`config.mk`:
```
export PLATFORM = sky130hd
export DESIGN_NAME = box_sum_13x13_flat
export DESIGN_NICKNAME = d
export VERILOG_FILES = /design/src/rtl/box_pkg.sv /design/src/rtl/box_sum_13x13_if.sv /design/src/rtl/column_adder_13.sv /design/src/rtl/box_sum_13x13.sv /design/src/flat_wrapper.sv
export SDC_FILE = /design/constraint.sdc
export NUM_CORES = 1
export LEC_CHECK = 0
export ABC_AREA = 1
export BUFFER_PORTS_ARGS = -buffer_cell sky130_fd_sc_hd__clkbuf_2
export CORE_UTILIZATION = 60
export DETAILED_ROUTE_END_ITERATION = 8
export PLACE_DENSITY = 0.81
export SETUP_SLACK_MARGIN = 0.2
export SYNTH_ARGS = -nofsm -noshare
export SYNTH_HDL_FRONTEND = slang
export SYNTH_HIERARCHICAL = 1
export SYNTH_SLANG_ARGS = --single-unit
```
`constraint.sdc`:
```
create_clock -name clk -period 2.9 [get_ports clk]
set_clock_uncertainty 0.05 [all_clocks]
set_input_delay 0.145 -clock clk [delete_from_list [all_inputs] [get_ports clk]]
set_output_delay 0.145 -clock clk [all_outputs]
set_load 0.005 [all_outputs]
```
`src/rtl/box_pkg.sv`:
```
// Shared constants and the column-sum helper for the 13x13 box-sum datapath.
package box_pkg;

  localparam int NUM_ROWS  = 13;
  localparam int WIN       = 13;
  localparam int PIX_W     = 8;
  localparam int COLSUM_W  = 12;
  localparam int SUM_W     = 16;
  localparam int WIN_START = WIN - 1;

  // Pairwise reduction keeps the tree shallow; 13*255 fits in COLSUM_W bits.
  function automatic logic [COLSUM_W-1:0] col_sum(input logic [NUM_ROWS-1:0][PIX_W-1:0] taps);
    logic [COLSUM_W-1:0] l1 [7];
    logic [COLSUM_W-1:0] l2 [4];
    l1[6] = COLSUM_W'(taps[12]);
    for (int i = 0; i < 6; i++) begin
      l1[i] = COLSUM_W'(taps[2*i]) + COLSUM_W'(taps[2*i+1]);
    end
    l2[3] = l1[6];
    for (int i = 0; i < 3; i++) begin
      l2[i] = l1[2*i] + l1[2*i+1];
    end
    return (l2[0] + l2[1]) + (l2[2] + l2[3]);
  endfunction

endpackage

```
`src/rtl/box_sum_13x13_if.sv`:
```
// Column-tap input bus and result outputs of the 13x13 box-sum stage.
interface box_sum_13x13_if;
  import box_pkg::*;

  logic             valid_i;
  logic             done_i;
  logic [PIX_W-1:0] data0_i, data1_i, data2_i, data3_i, data4_i, data5_i, data6_i;
  logic [PIX_W-1:0] data7_i, data8_i, data9_i, data10_i, data11_i, data12_i;
  logic [SUM_W-1:0] sum_o;
  logic             valid_o;
  logic             done_o;

  modport master (
    output valid_i, done_i,
    output data0_i, data1_i, data2_i, data3_i, data4_i, data5_i, data6_i,
    output data7_i, data8_i, data9_i, data10_i, data11_i, data12_i,
    input  sum_o, valid_o, done_o
  );

  modport slave (
    input  valid_i, done_i,
    input  data0_i, data1_i, data2_i, data3_i, data4_i, data5_i, data6_i,
    input  data7_i, data8_i, data9_i, data10_i, data11_i, data12_i,
    output sum_o, valid_o, done_o
  );

endinterface

```
`src/rtl/column_adder_13.sv`:
```
// Registered sum of the 13 vertical taps of one column, loaded only on enable.
module column_adder_13
  import box_pkg::*;
(
  input  logic                             clk,
  input  logic                             rst,
  input  logic                             i_en,
  input  logic [NUM_ROWS-1:0][PIX_W-1:0]   i_taps,
  output logic [COLSUM_W-1:0]              o_colsum
);

  logic [COLSUM_W-1:0] w_sum;
  logic [COLSUM_W-1:0] r_sum;

  always_comb begin
    w_sum = col_sum(i_taps);
  end

  always_ff @(posedge clk or negedge rst) begin
    if (!rst) begin
      r_sum <= {COLSUM_W{1'b0}};
    end else if (i_en) begin
      r_sum <= w_sum;
    end
  end

  assign o_colsum = r_sum;

endmodule

```
`src/rtl/box_sum_13x13.sv`:
```
// Running 13x13 box sum: column adder, then a per-row sliding accumulator
// that subtracts the column leaving the window.
module box_sum_13x13
  import box_pkg::*;
#(
  parameter int IMG_W = 17,
  parameter int IMG_H = 17,
  parameter int CNT_W = 10
) (
  input logic            clk,
  input logic            rst,
  box_sum_13x13_if.slave bus
);

  logic [NUM_ROWS-1:0][PIX_W-1:0] w_taps;
  logic [COLSUM_W-1:0]            w_colsum;
  logic [CNT_W-1:0]               r_col, r_row;
  logic [CNT_W-1:0]               r_c1, r_r1;
  logic                           r_v1, r_d1, r_d2;
  logic [COLSUM_W-1:0]            r_hist [WIN];
  logic [SUM_W-1:0]               r_acc, w_acc_nxt;
  logic                           r_valid, w_win_full, w_row_start;

  assign w_taps = {bus.data12_i, bus.data11_i, bus.data10_i, bus.data9_i, bus.data8_i,
                   bus.data7_i, bus.data6_i, bus.data5_i, bus.data4_i, bus.data3_i,
                   bus.data2_i, bus.data1_i, bus.data0_i};

  column_adder_13 u_col_add (
    .clk      (clk),
    .rst      (rst),
    .i_en     (bus.valid_i),
    .i_taps   (w_taps),
    .o_colsum (w_colsum)
  );

  // done_i wins over the advance, but stage 1 has already latched the pre-clear position.
  always_ff @(posedge clk or negedge rst) begin
    if (!rst) begin
      r_col <= {CNT_W{1'b0}};
      r_row <= {CNT_W{1'b0}};
    end else if (bus.done_i) begin
      r_col <= {CNT_W{1'b0}};
      r_row <= {CNT_W{1'b0}};
    end else if (bus.valid_i) begin
      if (r_col == CNT_W'(IMG_W - 1)) begin
        r_col <= {CNT_W{1'b0}};
        if (r_row != CNT_W'(IMG_H - 1)) begin
          r_row <= r_row + CNT_W'(1);
        end
      end else begin
        r_col <= r_col + CNT_W'(1);
      end
    end
  end

  always_ff @(posedge clk or negedge rst) begin
    if (!rst) begin
      r_v1 <= 1'b0;
      r_c1 <= {CNT_W{1'b0}};
      r_r1 <= {CNT_W{1'b0}};
      r_d1 <= 1'b0;
      r_d2 <= 1'b0;
    end else begin
      r_v1 <= bus.valid_i;
      r_d1 <= bus.done_i;
      r_d2 <= r_d1;
      if (bus.valid_i) begin
        r_c1 <= r_col;
        r_r1 <= r_row;
      end
    end
  end

  always_comb begin
    w_acc_nxt   = r_acc + SUM_W'(w_colsum) - SUM_W'(r_hist[WIN-1]);
    w_row_start = (r_c1 == {CNT_W{1'b0}});
    w_win_full  = r_v1 && (r_c1 >= CNT_W'(WIN_START)) && (r_r1 >= CNT_W'(WIN_START));
  end

  // Column 0 restarts the window so nothing from the previous row leaks in.
  always_ff @(posedge clk or negedge rst) begin
    if (!rst) begin
      r_acc   <= {SUM_W{1'b0}};
      r_valid <= 1'b0;
      for (int i = 0; i < WIN; i++) begin
        r_hist[i] <= {COLSUM_W{1'b0}};
      end
    end else begin
      r_valid <= w_win_full;
      if (r_v1) begin
        r_hist[0] <= w_colsum;
        if (w_row_start) begin
          r_acc <= SUM_W'(w_colsum);
          for (int i = 1; i < WIN; i++) begin
            r_hist[i] <= {COLSUM_W{1'b0}};
          end
        end else begin
          r_acc <= w_acc_nxt;
          for (int i = 1; i < WIN; i++) begin
            r_hist[i] <= r_hist[i-1];
          end
        end
      end
    end
  end

  assign bus.sum_o   = r_acc;
  assign bus.valid_o = r_valid;
  assign bus.done_o  = r_d2;

endmodule

```
`src/flat_wrapper.sv`:
```
// flat-port wrapper written by rule: the top's interface ports become plain ports
module box_sum_13x13_flat import box_pkg::*;
#(
  parameter int IMG_W = 17,
  parameter int IMG_H = 17,
  parameter int CNT_W = 10
)
  (clk, rst, bus_valid_i, bus_done_i, bus_data0_i, bus_data1_i, bus_data2_i, bus_data3_i, bus_data4_i, bus_data5_i, bus_data6_i, bus_data7_i, bus_data8_i, bus_data9_i, bus_data10_i, bus_data11_i, bus_data12_i, bus_sum_o, bus_valid_o, bus_done_o);
  box_sum_13x13_if bus_i ();
  input logic clk;
  input logic rst;
  input wire logic [$bits(bus_i.valid_i)-1:0] bus_valid_i;
  input wire logic [$bits(bus_i.done_i)-1:0] bus_done_i;
  input wire logic [$bits(bus_i.data0_i)-1:0] bus_data0_i;
  input wire logic [$bits(bus_i.data1_i)-1:0] bus_data1_i;
  input wire logic [$bits(bus_i.data2_i)-1:0] bus_data2_i;
  input wire logic [$bits(bus_i.data3_i)-1:0] bus_data3_i;
  input wire logic [$bits(bus_i.data4_i)-1:0] bus_data4_i;
  input wire logic [$bits(bus_i.data5_i)-1:0] bus_data5_i;
  input wire logic [$bits(bus_i.data6_i)-1:0] bus_data6_i;
  input wire logic [$bits(bus_i.data7_i)-1:0] bus_data7_i;
  input wire logic [$bits(bus_i.data8_i)-1:0] bus_data8_i;
  input wire logic [$bits(bus_i.data9_i)-1:0] bus_data9_i;
  input wire logic [$bits(bus_i.data10_i)-1:0] bus_data10_i;
  input wire logic [$bits(bus_i.data11_i)-1:0] bus_data11_i;
  input wire logic [$bits(bus_i.data12_i)-1:0] bus_data12_i;
  output wire logic [$bits(bus_i.sum_o)-1:0] bus_sum_o;
  output wire logic [$bits(bus_i.valid_o)-1:0] bus_valid_o;
  output wire logic [$bits(bus_i.done_o)-1:0] bus_done_o;
  assign bus_i.valid_i = bus_valid_i;
  assign bus_i.done_i = bus_done_i;
  assign bus_i.data0_i = bus_data0_i;
  assign bus_i.data1_i = bus_data1_i;
  assign bus_i.data2_i = bus_data2_i;
  assign bus_i.data3_i = bus_data3_i;
  assign bus_i.data4_i = bus_data4_i;
  assign bus_i.data5_i = bus_data5_i;
  assign bus_i.data6_i = bus_data6_i;
  assign bus_i.data7_i = bus_data7_i;
  assign bus_i.data8_i = bus_data8_i;
  assign bus_i.data9_i = bus_data9_i;
  assign bus_i.data10_i = bus_data10_i;
  assign bus_i.data11_i = bus_data11_i;
  assign bus_i.data12_i = bus_data12_i;
  assign bus_sum_o = bus_i.sum_o;
  assign bus_valid_o = bus_i.valid_o;
  assign bus_done_o = bus_i.done_o;
  box_sum_13x13 #(.IMG_W(IMG_W), .IMG_H(IMG_H), .CNT_W(CNT_W)) u_core (.clk(clk), .rst(rst), .bus(bus_i));
endmodule
```
# Word-level counts from Yosys, hierarchy flattened
# Index checks and enable logic that the tools add are counted.
[totals]
register_bits = 228
inputBits = 108
out_inout_bits = 18
elab_cells = 59
[op_classes]
add_sub_neg = 16
order_cmp = 2
n_eq_ne = 2
muxes = 9
reduce_logical = 7
[op_table]
columns = ["op", "count"]
rows = [
  ["2-to-1 mux 144 bit", 1],
  ["2-to-1 mux 10 bit", 7],
  ["adder 8 x 8 -> 9 bit", 6],
  ["adder 10 x 1 -> 10 bit (second input constant)", 2],
  ["adder 9 x 9 -> 10 bit", 2],
  ["greater-or-equal comparator 10 x 4 -> 1 bit (second input constant)", 2],
  ["adder 16 x 12 -> 16 bit", 1],
  ["2-to-1 mux 16 bit", 1],
  ["subtractor 16 x 12 -> 16 bit", 1],
  ["adder 12 x 10 -> 12 bit", 1],
  ["adder 12 x 11 -> 12 bit", 1],
  ["adder 12 x 9 -> 12 bit", 1],
  ["adder 10 x 8 -> 11 bit", 1],
  ["equality test 10 x 5 -> 1 bit (second input constant)", 1],
  ["logical NOT 10 bit", 1],
  ["!= test 10 x 5 -> 1 bit (second input constant)", 1],
  ["nonzero test 2 bit", 3],
  ["AND reduction 3 bit", 1],
  ["logical AND 1 bit", 2],
]

# Longest topological paths before layout
# Gate-level depths: netlist of the first run.
[logic_depth]
depth_word = 5
depth_mapped = 23
ltp_nobuf = 23

# By module
# Netlist of the first run, hierarchy kept.
[by_module_without_submodules]
columns = ["module", "n_inst", "cells_per_inst", "area_each_um2", "seq_area_each_um2"]
rows = [
  ["box_sum_13x13", 1, 1073, 9638.0, 5355.1],
  ["column_adder_13", 1, 420, 3547.2, 300.3],
]

# Least setup slack after synthesis of the first run
# OpenSTA, ideal clock, no wires.
[synth_path]
path_type = "input to register"
start = "input port bus_data10_i[2]"
end = "register u_core.u_col_add.r_sum[10], in the netlist u_core/u_col_add/o_colsum[10]"
setup_ns = 0.117
arrival_time_ns = 3.918
required_time_ns = 2.733
slack_ns = -1.185
path_stages = 20
path_buffers = 0
cell_sequence = "fa_1 > inv_1 > fa_1 > inv_1 > fa_1 > fa_1 > inv_1 > fa_1 > inv_1 > ha_1 > inv_1 > fa_1 > inv_1 > nand2_2 > o21ai_2 > nand2_1 > nand2_1 > nand2_1 > nand3_1 > nand2_1"
[synth_via]
elab_chain_cells = 4
[synth_rtl]
columns = ["item", "line_no", "rtl"]
rows = [
  ["start: declaration", "flat_wrapper.sv:24", "input wire logic [$bits(bus_i.data10_i)-1:0] bus_data10_i;"],
  ["adder 8 x 8 -> 9 bit", "box_pkg.sv:17", "l1[i] = COLSUM_W'(taps[2*i]) + COLSUM_W'(taps[2*i+1]);"],
  ["adder 9 x 9 -> 10 bit", "box_pkg.sv:21", "l2[i] = l1[2*i] + l1[2*i+1];"],
  ["adder 10 x 8 -> 11 bit", "box_pkg.sv:23", "return (l2[0] + l2[1]) + (l2[2] + l2[3]);"],
  ["adder 12 x 11 -> 12 bit", "box_pkg.sv:23", ""],
  ["end signal: assignment", "column_adder_13.sv:21", "r_sum <= {COLSUM_W{1'b0}};"],
  ["end signal: assignment", "column_adder_13.sv:23", "r_sum <= w_sum;"],
  ["end: declaration", "column_adder_13.sv:13", "logic [COLSUM_W-1:0] r_sum;"],
]
# Every way passes these cells.
# A chain may end at the register's enable or synchronous reset.

# Worst setup path in the final report of the first run
# Ends and elaborated chain as after synthesis.

==> results of run 1 <==
-- synth_stat cells, types with 2 or more instances --
library cell / instances
ha_1: 56
inv_1: 397
a21oi_2: 3
a31oi_1: 3
nand4_1: 10
inv_2: 7
a21oi_1: 32
o21ai_0: 58
nand2_2: 9
nand2_1: 254
and2_1: 2
nor3_1: 14
buf_2: 18
o22ai_1: 132
a21o_1: 4
xor2_1: 16
o21ai_1: 9
nor2_1: 44
o21ai_2: 2
o21bai_1: 3
o211ai_1: 2
nor4_1: 2
dfrtp_1: 226
o21a_1: 2
nand3_1: 51
clkbuf_1: 24
xnor2_1: 8
fa_1: 85
clkinv_1: 2
o31ai_1: 2
nand3b_1: 4
-- worst paths after layout --
check	from	end	slack, ns	depth (start not counted)
hold / removal	rst	u_core/r_r1[7]	0.19	2
hold reg to reg	u_core/r_d1	u_core/bus.done_o	0.30	0
setup / recovery	bus_data10_i[2]	u_core/u_col_add/o_colsum[10]	-0.89	20
setup reg to reg	u_core/u_col_add/o_colsum[7]	u_core/bus.sum_o[13]	0.39	12
max in group asynchronous	rst	u_core/r_hist[79]	1.75	3
min in group clk	bus_data1_i[0]	u_core/u_col_add/o_colsum[0]	0.23	6
-- registers in the layout, indices dropped and copies added (netlist names) --
signal	cells
u_core/bus.done_o	1
u_core/bus.sum_o	16
u_core/r_d1	1
u_core/r_col	10
u_core/r_row	10
u_core/r_hist	156
u_core/u_col_add/o_colsum	12
u_core/bus.valid_o	1
u_core/r_r1	8
u_core/r_c1	10
u_core/r_v1	1
-- through the flow --
step | hold WS, ns | utilization [%] | area (um2)
after floorplan | -0.201 | - | 13300
after global placement | 0.165 | 68.3 | 14500
after detailed placement | 0.177 | 68.3 | 14500
after CTS | 0.226 | 72.4 | 15400
after global routing | 0.265 | 72.9 | 15500
final | 0.190 | 72.9 | 15500
-- kinds of logic after synthesis --
kind of cell,Yosys count,synth area share (%)
flip-flops,226,42.9
adder cells (fa/ha/maj),141,18.2
AND/OR/NAND/NOR,398,12.9
XOR/XNOR,24,1.59
AO/OA/AOI/OAI,254,11.4
buffers and inverters,450,13.1
-- power by group --
part / internal [mW] / leakage [nW] / switching (mW)
clock: 1.63 / 0.344 / 1.19
sequential: 3.60 / 3.06 / 0.322
combinational: 5.06 / 4.62 / 7.15
total: 10.3 / 8.03 / 8.67
-- area by class of cell --
cell class,count,area (um2),share of cell area (%)
clock buffers,27,589,3.80
clock inverters,11,128,0.823
inverters,406,1530,9.87
multi-input cells,817,6070,39.1
flip-flops and latches,226,5660,36.5
well taps,275,344,2.22
repair buffers,188,1190,7.68
-- placed cells by master, fill, tap and decap left out, drive strengths merged, types with 3 or more instances in the layout --
cell type	synthesis	layout
buf	20	64
xor2	16	16
dfrtp	226	226
fa	85	85
dlygate4sd3	0	3
nor3	16	16
xnor2	8	8
inv	404	404
nand3b	4	4
o22ai	132	132
o21bai	3	3
a21o	4	4
a21oi	35	35
clkinv	2	8
nand3	52	52
clkbuf	24	148
nand4	10	10
nor2	46	46
clkinvlp	0	3
ha	56	56
a31oi	3	3
nand2	264	264
o21ai	69	69
-- layer usage --
metal | track usage [%] | vias to the layer above | share of wire, %
li1 | - | 4972 | -
met1 | 33.9 | 5051 | 41
met2 | 47.2 | 305 | 51
met3 | 2.82 | 59 | 5.7
met4 | 7.63 | 0 | 2.0
met5 | 0 | - | 0
-- what timing repair did --
action	4_1_cts	5_1_grt
hold buffers	3	0
buffers inserted	3	2
resized for setup	22	25
cloned	0	0
pin swaps	25	15
endpoints found under the hold margin	99	0
setup endpoints to repair	10	12
==> summary.md, run 1 <==
| Metric | Value |
|---|---|
| GPL Wtd Cong | `0.886` |
| Final ANT Viol Nets | `0` |
| Share of cells above drive strength 1 | `18.3%` |
| Pwr Total | `19.0 mW` |
| Library cells used by synthesis | `43` |
| Slew Limit Fails | `0` |
| GRT Util Overall | `26.4%` |
| Post-synth EDFFs | `0` |
| Vias per cell | `5.33` |
| P&R area growth vs syn | `17.7%` |
| First-pass GRT wire length | `47.8 mm` |
| Mapped Cells | `1493` |
| Area leader, netlist | `dfrtp_1` |
| Root Driver | `clkbuf_16` |
| CP max stage delay | `0.55 ns` |
| Drt pass-1 iters | `5` |
| Slew HR | `46.7%` |
| Buffers and inverters on the worst path | `7` |
| Final Hold Viols | `0` |
| Chip width | `150 um` |
| Count of port buffers added during placement | `125` |
| Status | `complete, but fails checks` |
| CTS max path bufs | `3` |
| Dpl hpwl | `20.4 mm` |
| Worst VDD drop | `1.21 mV` |
| Ports | `126` |
| Num CTS Buffers | `22` |
| Register clock-pin slew on the reported worst setup and hold paths | `0.06 ns` |
| Tmin final | `3.79 ns` |
| Routed WL | `28.5 mm` |
| Final setup fails | `10` |
| Syn_nets | `1742` |
| Fin Setup TNS | `-6.36 ns` |
| Seq/Total Area, Yosys | `42.9%` |
| Fillers | `1495` |
| # diodes | `0` |
| Top cells by area, synth | `dfrtp_1 43%, fa_1 13%, inv_1 11%, nand2_1 7.2%, o22ai_1 6.3%` |
| CTS tree | `yes` |
| P_leak | `8.03 nW` |
| Final setup margin | `-0.889 ns` |
| Max Cap Viol | `0` |
| Worst path arrival time | `4.18 ns` |
| Vias in the first global route | `10600` |
| Max Freq | `264 MHz` |
| Critical Path Source Type | `input pin` |
| Die height | `150 um` |
| Hold Path Class | `input pin to asynchronous set/reset pin` |
| Async SR Flop Fraction | `100%` |
| GRT overflow | `0` |
| Via count | `10400` |
| Avg WL per Cell | `14.6 um` |
| Delay-heaviest family, CP | `adder cells` |
| Iter 0 DRT Violations | `496` |
| CP max FO | `3` |
| Htree depth | `1` |
| Violated checks | `negative setup slack` |
| DRC | `0` |
| P per Cell Area | `1220 mW/mm2` |
| Initial antenna violation count | `0` |
| Initial core utilization | `61.9%` |
| Dominant synthesized flop cell | `dfrtp_1` |
| Top cell type's share of synthesized area | `42.9%` |
| Worst-Margin Slew | `0.793 ns` |
| Worst-skew pair later-pin latency | `0.51 ns` |
| #FFs+latches synth | `226` |
| Largest net degree at the start of global routing | `97` |
| Die Area | `0.0226 mm2` |
| FP Rows | `53` |
| Placed cell count | `1904` |
| WS Path Type | `input pin to flop` |
| Final period util | `131%` |
| Critical path's slowest cell | `fa_1` |
| Crit-path cells | `buf_6 -> fa_1 -> inv_1 -> fa_1 -> inv_2 -> fa_1 -> fa_1 -> inv_2 -> fa_1 -> inv_2 -> ha_4 -> inv_2 -> fa_2 -> inv_2 -> nand2_4 -> o21ai_4 -> nand2_2 -> nand3_1 -> nand3_2 -> nand2_1` |
| Synth Warn # | `6` |
| Final #Nets | `1910` |
| Critical path required time | `3.30 ns` |
| Mapped cell area | `0.0132 mm2` |
| Dpl ws | `-1.46 ns` |
| Setup crit end kind | `flop` |
| RSZ-0062 raised after global routing | `true` |
| Avg Inst Size Synth | `8.83 um2` |
| Fin cells | `1950` |
| Clk sinks | `226` |
| Core Area | `0.0213 mm2` |
Note: power is estimated with default switching activity, not from simulation.
==> inputs of run 2 (changes only) <==
--- a/config.mk
+++ b/config.mk
@@ -7,9 +7,9 @@
 export LEC_CHECK = 0
 export ABC_AREA = 1
 export BUFFER_PORTS_ARGS = -buffer_cell sky130_fd_sc_hd__clkbuf_2
-export CORE_UTILIZATION = 60
+export CORE_ASPECT_RATIO = 2
+export CORE_UTILIZATION = 30
 export DETAILED_ROUTE_END_ITERATION = 8
-export PLACE_DENSITY = 0.81
 export SETUP_SLACK_MARGIN = 0.2
 export SYNTH_ARGS = -nofsm -noshare
 export SYNTH_HDL_FRONTEND = slang
==> run 2 against run 1 <==
Effect of this change: the flow still finishes with violations (negative setup slack); sequential power decreased by 2%; via count decreased by 3.1%; routed wire length up 6.6%; global-route usage down 12 points; combinational power increased by 4%; setup slack gained 0.11 ns; cell area increased by 2.1%; clock power is 11% lower; die area rose by 99%; final cell count up 14%; critical path type unchanged; highest routed layer unchanged.
==> summary.md, run 2 (synthesis gave the netlist of run 1 again) <==
| Metric | Value |
|---|---|
| Fillers | `4402 (was 1495)` |
| CP max FO | `3 (unchanged)` |
| Max Freq | `272 MHz (was 264 MHz)` |
| Worst path arrival time | `4.03 ns (was 4.18 ns)` |
| Final ANT Viol Nets | `0 (unchanged)` |
| Area of the multi-input gates | `0.00605 mm2 (was 0.00607 mm2)` |
| Initial core utilization | `30.4% (was 61.9%)` |
| Die height | `298 um (was 150 um)` |
| Via count | `10100 (was 10400)` |
| Initial antenna violation count | `0 (unchanged)` |
| Iter 0 DRT Violations | `395 (was 496)` |
| Setup crit end kind | `flop (unchanged)` |
| Clk sinks | `226 (unchanged)` |
| Tmin final | `3.68 ns (was 3.79 ns)` |
| Largest register by flop count | `u_core/r_hist (unchanged)` |
| DRC | `0 (unchanged)` |
| Core Area | `0.0434 mm2 (was 0.0213 mm2)` |
| Max reg flops | `156 (unchanged)` |
| Share of cells above drive strength 1 | `18.7% (was 18.3%)` |
| Final Hold Viols | `0 (unchanged)` |
| Critical Path Source Type | `input pin (unchanged)` |
| Htree depth | `1 (unchanged)` |
| Vias in the first global route | `10800 (was 10600)` |
| Most frequent cells in the layout | `379 x inv_1, 245 x nand2_1, 225 x dfrtp_1, 132 x o22ai_1, 118 x clkbuf_2 (was 379 x inv_1, 246 x nand2_1, 225 x dfrtp_1, 132 x o22ai_1, 120 x clkbuf_2)` |
| Final period util | `127% (was 131%)` |
| Dpl hpwl | `23.5 mm (was 20.4 mm)` |
| Critical path required time | `3.25 ns (was 3.30 ns)` |
| Worst VDD drop | `1.04 mV (was 1.21 mV)` |
| Slew HR | `56.5% (was 46.7%)` |
| GRT Util Overall | `14.2% (was 26.4%)` |
| Final setup margin | `-0.782 ns (was -0.889 ns)` |
| Final #Nets | `1918 (was 1910)` |
| Ports | `126 (unchanged)` |
| Status | `complete, but fails checks (unchanged)` |
| # diodes | `0 (unchanged)` |
| P per Cell Area | `1200 mW/mm2 (was 1220 mW/mm2)` |
| Drt pass-1 iters | `7 (was 5)` |
| Chip width | `150 um (unchanged)` |
| Slew Limit Fails | `0 (unchanged)` |
| Worst-skew pair later-pin latency | `0.50 ns (was 0.51 ns)` |
| CTS max path bufs | `3 (unchanged)` |
| Count of port buffers added during placement | `125 (unchanged)` |
| GPL Wtd Cong | `0.863 (was 0.886)` |
| Worst-Margin Slew | `0.652 ns (was 0.793 ns)` |
| CTS tree | `yes (unchanged)` |
| Violated checks | `negative setup slack (unchanged)` |
| Root Driver | `clkbuf_16 (unchanged)` |
| GRT overflow | `0 (unchanged)` |
| Hold Path Class | `input pin to asynchronous set/reset pin (unchanged)` |
| First-pass GRT wire length | `50.6 mm (was 47.8 mm)` |
| RSZ-0062 raised after global routing | `true (unchanged)` |
| Sequential cell area | `0.00566 mm2 (unchanged)` |
| Final setup fails | `9 (was 10)` |
| WS Path Type | `input pin to flop (unchanged)` |
| Die Area | `0.0448 mm2 (was 0.0226 mm2)` |
| Register clock-pin slew on the reported worst setup and hold paths | `0.08 ns (was 0.06 ns)` |
| Largest net degree at the start of global routing | `120 (was 97)` |
| Pwr Total | `19.1 mW (was 19.0 mW)` |
| Commonest non-fill, non-tap cell in the layout | `inv_1 (unchanged)` |
| Routed WL | `30.4 mm (was 28.5 mm)` |
| FP Rows | `108 (was 53)` |
| P_leak | `8.04 nW (was 8.03 nW)` |
| Dpl ws | `-1.45 ns (was -1.46 ns)` |
| Avg WL per Cell | `13.6 um (was 14.6 um)` |
| Num CTS Buffers | `18 (was 22)` |
| Final Util | `36.5% (was 72.9%)` |
| Max Cap Viol | `0 (unchanged)` |
| P&R area growth vs syn | `20.2% (was 17.7%)` |
| Vias per cell | `4.51 (was 5.33)` |
run 2: stage by stage:
step                setup TNS [ns]  cells  instance area (um2)  hold WS (ns)
floorplan                    -8.52   1493                13300        -0.201
global placement            -12.02   2191                15000         0.135
detailed placement          -12.66   2191                15000         0.144
CTS                          -5.73   2229                15800         0.198
global route                 -7.01   2231                15800         0.190
finish                       -5.95   2231                15800         0.177
run 2: critical path, cell delays in order:
cell and delay [ns]:
clkbuf_8 0.11, inv_8 0.03, fa_1 0.53, inv_1 0.06, fa_1 0.47, fa_1 0.48, fa_1 0.49, inv_1 0.05
fa_1 0.44, inv_2 0.08, ha_4 0.12, inv_2 0.03, fa_2 0.33, inv_2 0.08, nand2_4 0.06, o21ai_4 0.18
nand2_2 0.09, nand2_1 0.07, nand2_1 0.05, nand3_1 0.07, nand2_1 0.05
run 2: routing by layer:
layer / up-vias / routed length [um] / global-route usage [%] / share of wire, %
met5: - / 0 / 0 / 0
met4: 0 / 1330 / 7.14 / 4.4
met3: 63 / 1010 / 1.60 / 3.3
met2: 204 / 17000 / 28.3 / 56
met1: 4804 / 11000 / 13.8 / 36
li1: 4991 / - / - / -
run 2: path summary, 6_finish.rpt:
path / depth (start not counted) / to / slack [ns] / startpoint
worst max-delay path: 21 / u_core/u_col_add/o_colsum[10] / -0.78 / bus_data6_i[2]
worst min-delay path: 2 / u_core/r_c1[4] / 0.18 / rst
worst max register to register: 11 / u_core/bus.sum_o[10] / 0.37 / u_core/u_col_add/o_colsum[8]
worst min register to register: 0 / u_core/bus.done_o / 0.30 / u_core/r_d1
max in group asynchronous: 3 / u_core/r_hist[71] / 1.73 / rst
min in group clk: 6 / u_core/u_col_add/o_colsum[0] / 0.20 / bus_data2_i[0]
run 2: power breakdown:
group,total [mW],leakage (nW),internal (mW),switching (mW)
Clock,2.52,0.287,1.32,1.19
Combinational,12.7,4.69,5.40,7.29
Sequential,3.85,3.06,3.59,0.256
Total,19.1,8.04,10.3,8.74
run 2: repair_timing:
item	4_1_cts	5_1_grt
hold buffers	3	0
hold endpoints to repair	85	0
setup buffers	3	2
pin swaps	29	17
resized for setup	28	23
setup endpoints to repair	10	13
run 2: final cells by class:
cell class / instances / share of cell area (%)
sequential: 226 / 35.7
timing repair buffer: 200 / 8.32
multi-input combinational: 817 / 38.2
clock buffer: 24 / 3.37
clock inverter: 8 / 0.387
inverter: 406 / 9.68
tap: 550 / 4.34
==> inputs of run 3 (changes only) <==
--- a/config.mk
+++ b/config.mk
@@ -9,7 +9,9 @@
 export BUFFER_PORTS_ARGS = -buffer_cell sky130_fd_sc_hd__clkbuf_2
 export CORE_ASPECT_RATIO = 2
 export CORE_UTILIZATION = 30
+export CTS_CLUSTER_DIAMETER = 30
 export DETAILED_ROUTE_END_ITERATION = 8
+export REMOVE_ABC_BUFFERS = 1
 export SETUP_SLACK_MARGIN = 0.2
 export SYNTH_ARGS = -nofsm -noshare
 export SYNTH_HDL_FRONTEND = slang
==> run 3 against run 2 <==
Effect of this change: cell area rose by 2.4%; critical path type unchanged; largest power group unchanged; worst hold slack got worse by 0.030 ns; core utilization rose by 0.88 points; sequential power barely moved; die area did not move; power rose by 4.1%; sequential share of layout area fell by 0.84 points; the flow still finishes with violations (negative setup slack); critical endpoint is now u_core/u_col_add/o_colsum[11].
==> summary.md, run 3 (synthesis gave the netlist of run 1 again) <==
| Metric | Value |
|---|---|
| Final instance area | `0.0162 mm2 (was 0.0158 mm2)` |
| Worst reg2reg path startpoint | `u_core/bus.sum_o[9] (was u_core/u_col_add/o_colsum[8])` |
| P_leak | `8.20 nW (was 8.04 nW)` |
| P per Cell Area | `1220 mW/mm2 (was 1200 mW/mm2)` |
| P&R area growth vs syn | `23.1% (was 20.2%)` |
| Post-DP Area | `0.0149 mm2 (was 0.0150 mm2)` |
| Critical path required time | `3.26 ns (was 3.25 ns)` |
| Largest net degree at the start of global routing | `93 (was 120)` |
| Avg WL per Cell | `13.3 um (was 13.6 um)` |
| CTS max path bufs | `3 (unchanged)` |
| Vias per cell | `4.50 (was 4.51)` |
| Chip width | `150 um (unchanged)` |
| Iter 0 DRT Violations | `425 (was 395)` |
| Hold Path Class | `input pin to flop (was input pin to asynchronous set/reset pin)` |
| RR Endpoint | `u_core/bus.sum_o[10] (unchanged)` |
| Drt pass-1 iters | `5 (was 7)` |
| Hold depth | `6` |
| WS Path Type | `input pin to flop (unchanged)` |
| Worst VDD drop | `1.01 mV (was 1.04 mV)` |
| FP Rows | `108 (unchanged)` |
| Final setup margin | `-0.772 ns (was -0.782 ns)` |
| Count of port buffers added during placement | `125 (unchanged)` |
| Fin Setup TNS | `-5.69 ns (was -5.95 ns)` |
| RSZ-0062 raised after global routing | `true (unchanged)` |
| Setup crit end kind | `flop (unchanged)` |
| Clk sinks | `226 (unchanged)` |
| Final ANT Viol Nets | `0 (unchanged)` |
| Worst-skew pair later-pin latency | `0.54 ns (was 0.50 ns)` |
| # diodes | `0 (unchanged)` |
| Hold wc startpoint | `bus_data3_i[0]` |
| Htree depth | `1 (unchanged)` |
| Register clock-pin slew on the reported worst setup and hold paths | `0.07 ns (was 0.08 ns)` |
| Routed WL | `30.0 mm (was 30.4 mm)` |
| R2R depth | `11 (unchanged)` |
| CTS tree | `yes (unchanged)` |
| Status | `complete, but fails checks (unchanged)` |
| GRT Util Overall | `14.1% (was 14.2%)` |
| Worst path arrival time | `4.03 ns (about the same)` |
| Die Area | `0.0448 mm2 (unchanged)` |
| Share of cells above drive strength 1 | `20.5% (was 18.7%)` |
| Ports | `126 (unchanged)` |
| Most frequent cells in the layout | `375 x inv_1, 243 x nand2_1, 225 x dfrtp_1, 132 x o22ai_1, 120 x clkbuf_2 (was 379 x inv_1, 245 x nand2_1, 225 x dfrtp_1, 132 x o22ai_1, 118 x clkbuf_2)` |
| Critical Path Source Type | `input pin (unchanged)` |
| Placed cell count | `2199 (was 2191)` |
| Slew Limit Fails | `0 (unchanged)` |
| R2R Setup Slk | `0.42 ns (was 0.37 ns)` |
| Max reg flops | `156 (unchanged)` |
| Slew HR | `49.9% (was 56.5%)` |
| Initial core utilization | `30.4% (unchanged)` |
| Dpl hpwl | `23.0 mm (was 23.5 mm)` |
| Die height | `298 um (unchanged)` |
| Max Freq | `272 MHz (about the same)` |
| Core Area | `0.0434 mm2 (unchanged)` |
| Final Util | `37.4% (was 36.5%)` |
| Final Hold Viols | `0 (unchanged)` |
| Max Cap Viol | `0 (unchanged)` |
| First-pass GRT wire length | `51.1 mm (was 50.6 mm)` |
| Hold endpoint | `u_core/u_col_add/o_colsum[0]` |
| Final #Nets | `1932 (was 1918)` |
| Fin cells | `2251 (was 2231)` |
| Commonest non-fill, non-tap cell in the layout | `inv_1 (unchanged)` |
| Root Driver | `clkbuf_16 (unchanged)` |
| GRT overflow | `0 (unchanged)` |
| Dpl ws | `-1.55 ns (was -1.45 ns)` |
| Worst hold slack | `0.146 ns (was 0.177 ns)` |
| Num CTS Buffers | `24 (was 18)` |
| Violated checks | `negative setup slack (unchanged)` |
| Pwr Total | `19.8 mW (was 19.1 mW)` |
| Vias in the first global route | `10800 (about the same)` |
| CP max FO | `4 (was 3)` |
| DRC | `0 (unchanged)` |
| Initial antenna violation count | `0 (unchanged)` |
| Worst-Margin Slew | `0.751 ns (was 0.652 ns)` |
| Final period util | `127% (about the same)` |
| Final setup fails | `9 (unchanged)` |
| Tmin final | `3.67 ns (was 3.68 ns)` |
| GPL Wtd Cong | `0.865 (was 0.863)` |
| Via count | `10100 (about the same)` |
| Largest register by flop count | `u_core/r_hist (unchanged)` |
run 3: changes by cell type in the layout (fill, tap and decap cells not counted), sizes merged:
| cell | previous run | this run |
|---|---|---|
| inv | 406 | 411 |
| clkbuf | 143 | 148 |
| bufinv | 0 | 3 |
| clkinvlp | 3 | 1 |
| buf | 78 | 85 |
| clkinv | 5 | 7 |
run 3: repair_timing:
action / CTS / global route
endpoints found under the setup margin: 10 / 14
setup buffers: 2 / 3
hold buffers: 3 / 0
resized for setup: 51 / 43
endpoints found under the hold margin: 106 / 0
pin swaps: 32 / 40
run 3: report_power, final:
group	switching [mW]	internal, mW	leakage, nW
sequential	0.279	3.60	3.06
clock	1.41	1.89	0.418
combinational	7.13	5.52	4.72
run 3: worst max path at each step:
stage                                from                            end  slack, ns  cells past startpoint
final                      bus_data2_i[0]  u_core/u_col_add/o_colsum[11]      -0.77                     24
after detailed placement   bus_data3_i[0]  u_core/u_col_add/o_colsum[11]      -1.55                     23
after global placement    bus_data10_i[0]  u_core/u_col_add/o_colsum[10]      -1.46                     21
after global routing       bus_data2_i[0]  u_core/u_col_add/o_colsum[11]      -0.90                     24
after CTS                 bus_data10_i[2]  u_core/u_col_add/o_colsum[10]      -0.82                     21
after floorplan               u_core/r_v1               u_core/r_hist[0]      -2.53                      2
run 3: cell type report:
type	instances	area, um2
fillers	4270	27100
multi-input cells	817	6120
flip-flops and latches	226	5660
inverters	406	1520
repair buffers	208	1370
well taps	550	688
clock buffers	28	626
clock inverters	16	241
run 3: worst max-delay path, cell delays in order:
cell,delay [ns]
buf_8,0.07
ha_4,0.13
inv_2,0.03
fa_2,0.34
inv_2,0.08
nand3_2,0.07
nand2_2,0.09
a21oi_2,0.05
buf_6,0.13
fa_1,0.48
fa_1,0.51
inv_2,0.04
fa_1,0.47
inv_1,0.05
fa_1,0.48
inv_2,0.05
ha_4,0.30
nand2_4,0.07
nor2_4,0.13
nand3_2,0.09
nand3_2,0.07
nand2_1,0.05
nand3_1,0.06
nand2_1,0.05
run 3: per-layer routing:
layer | track usage, % | share of wire (%)
met2 | 26.7 | 54
met5 | 0 | 0
met1 | 16.0 | 39
met4 | 5.48 | 3.4
met3 | 1.25 | 3.5
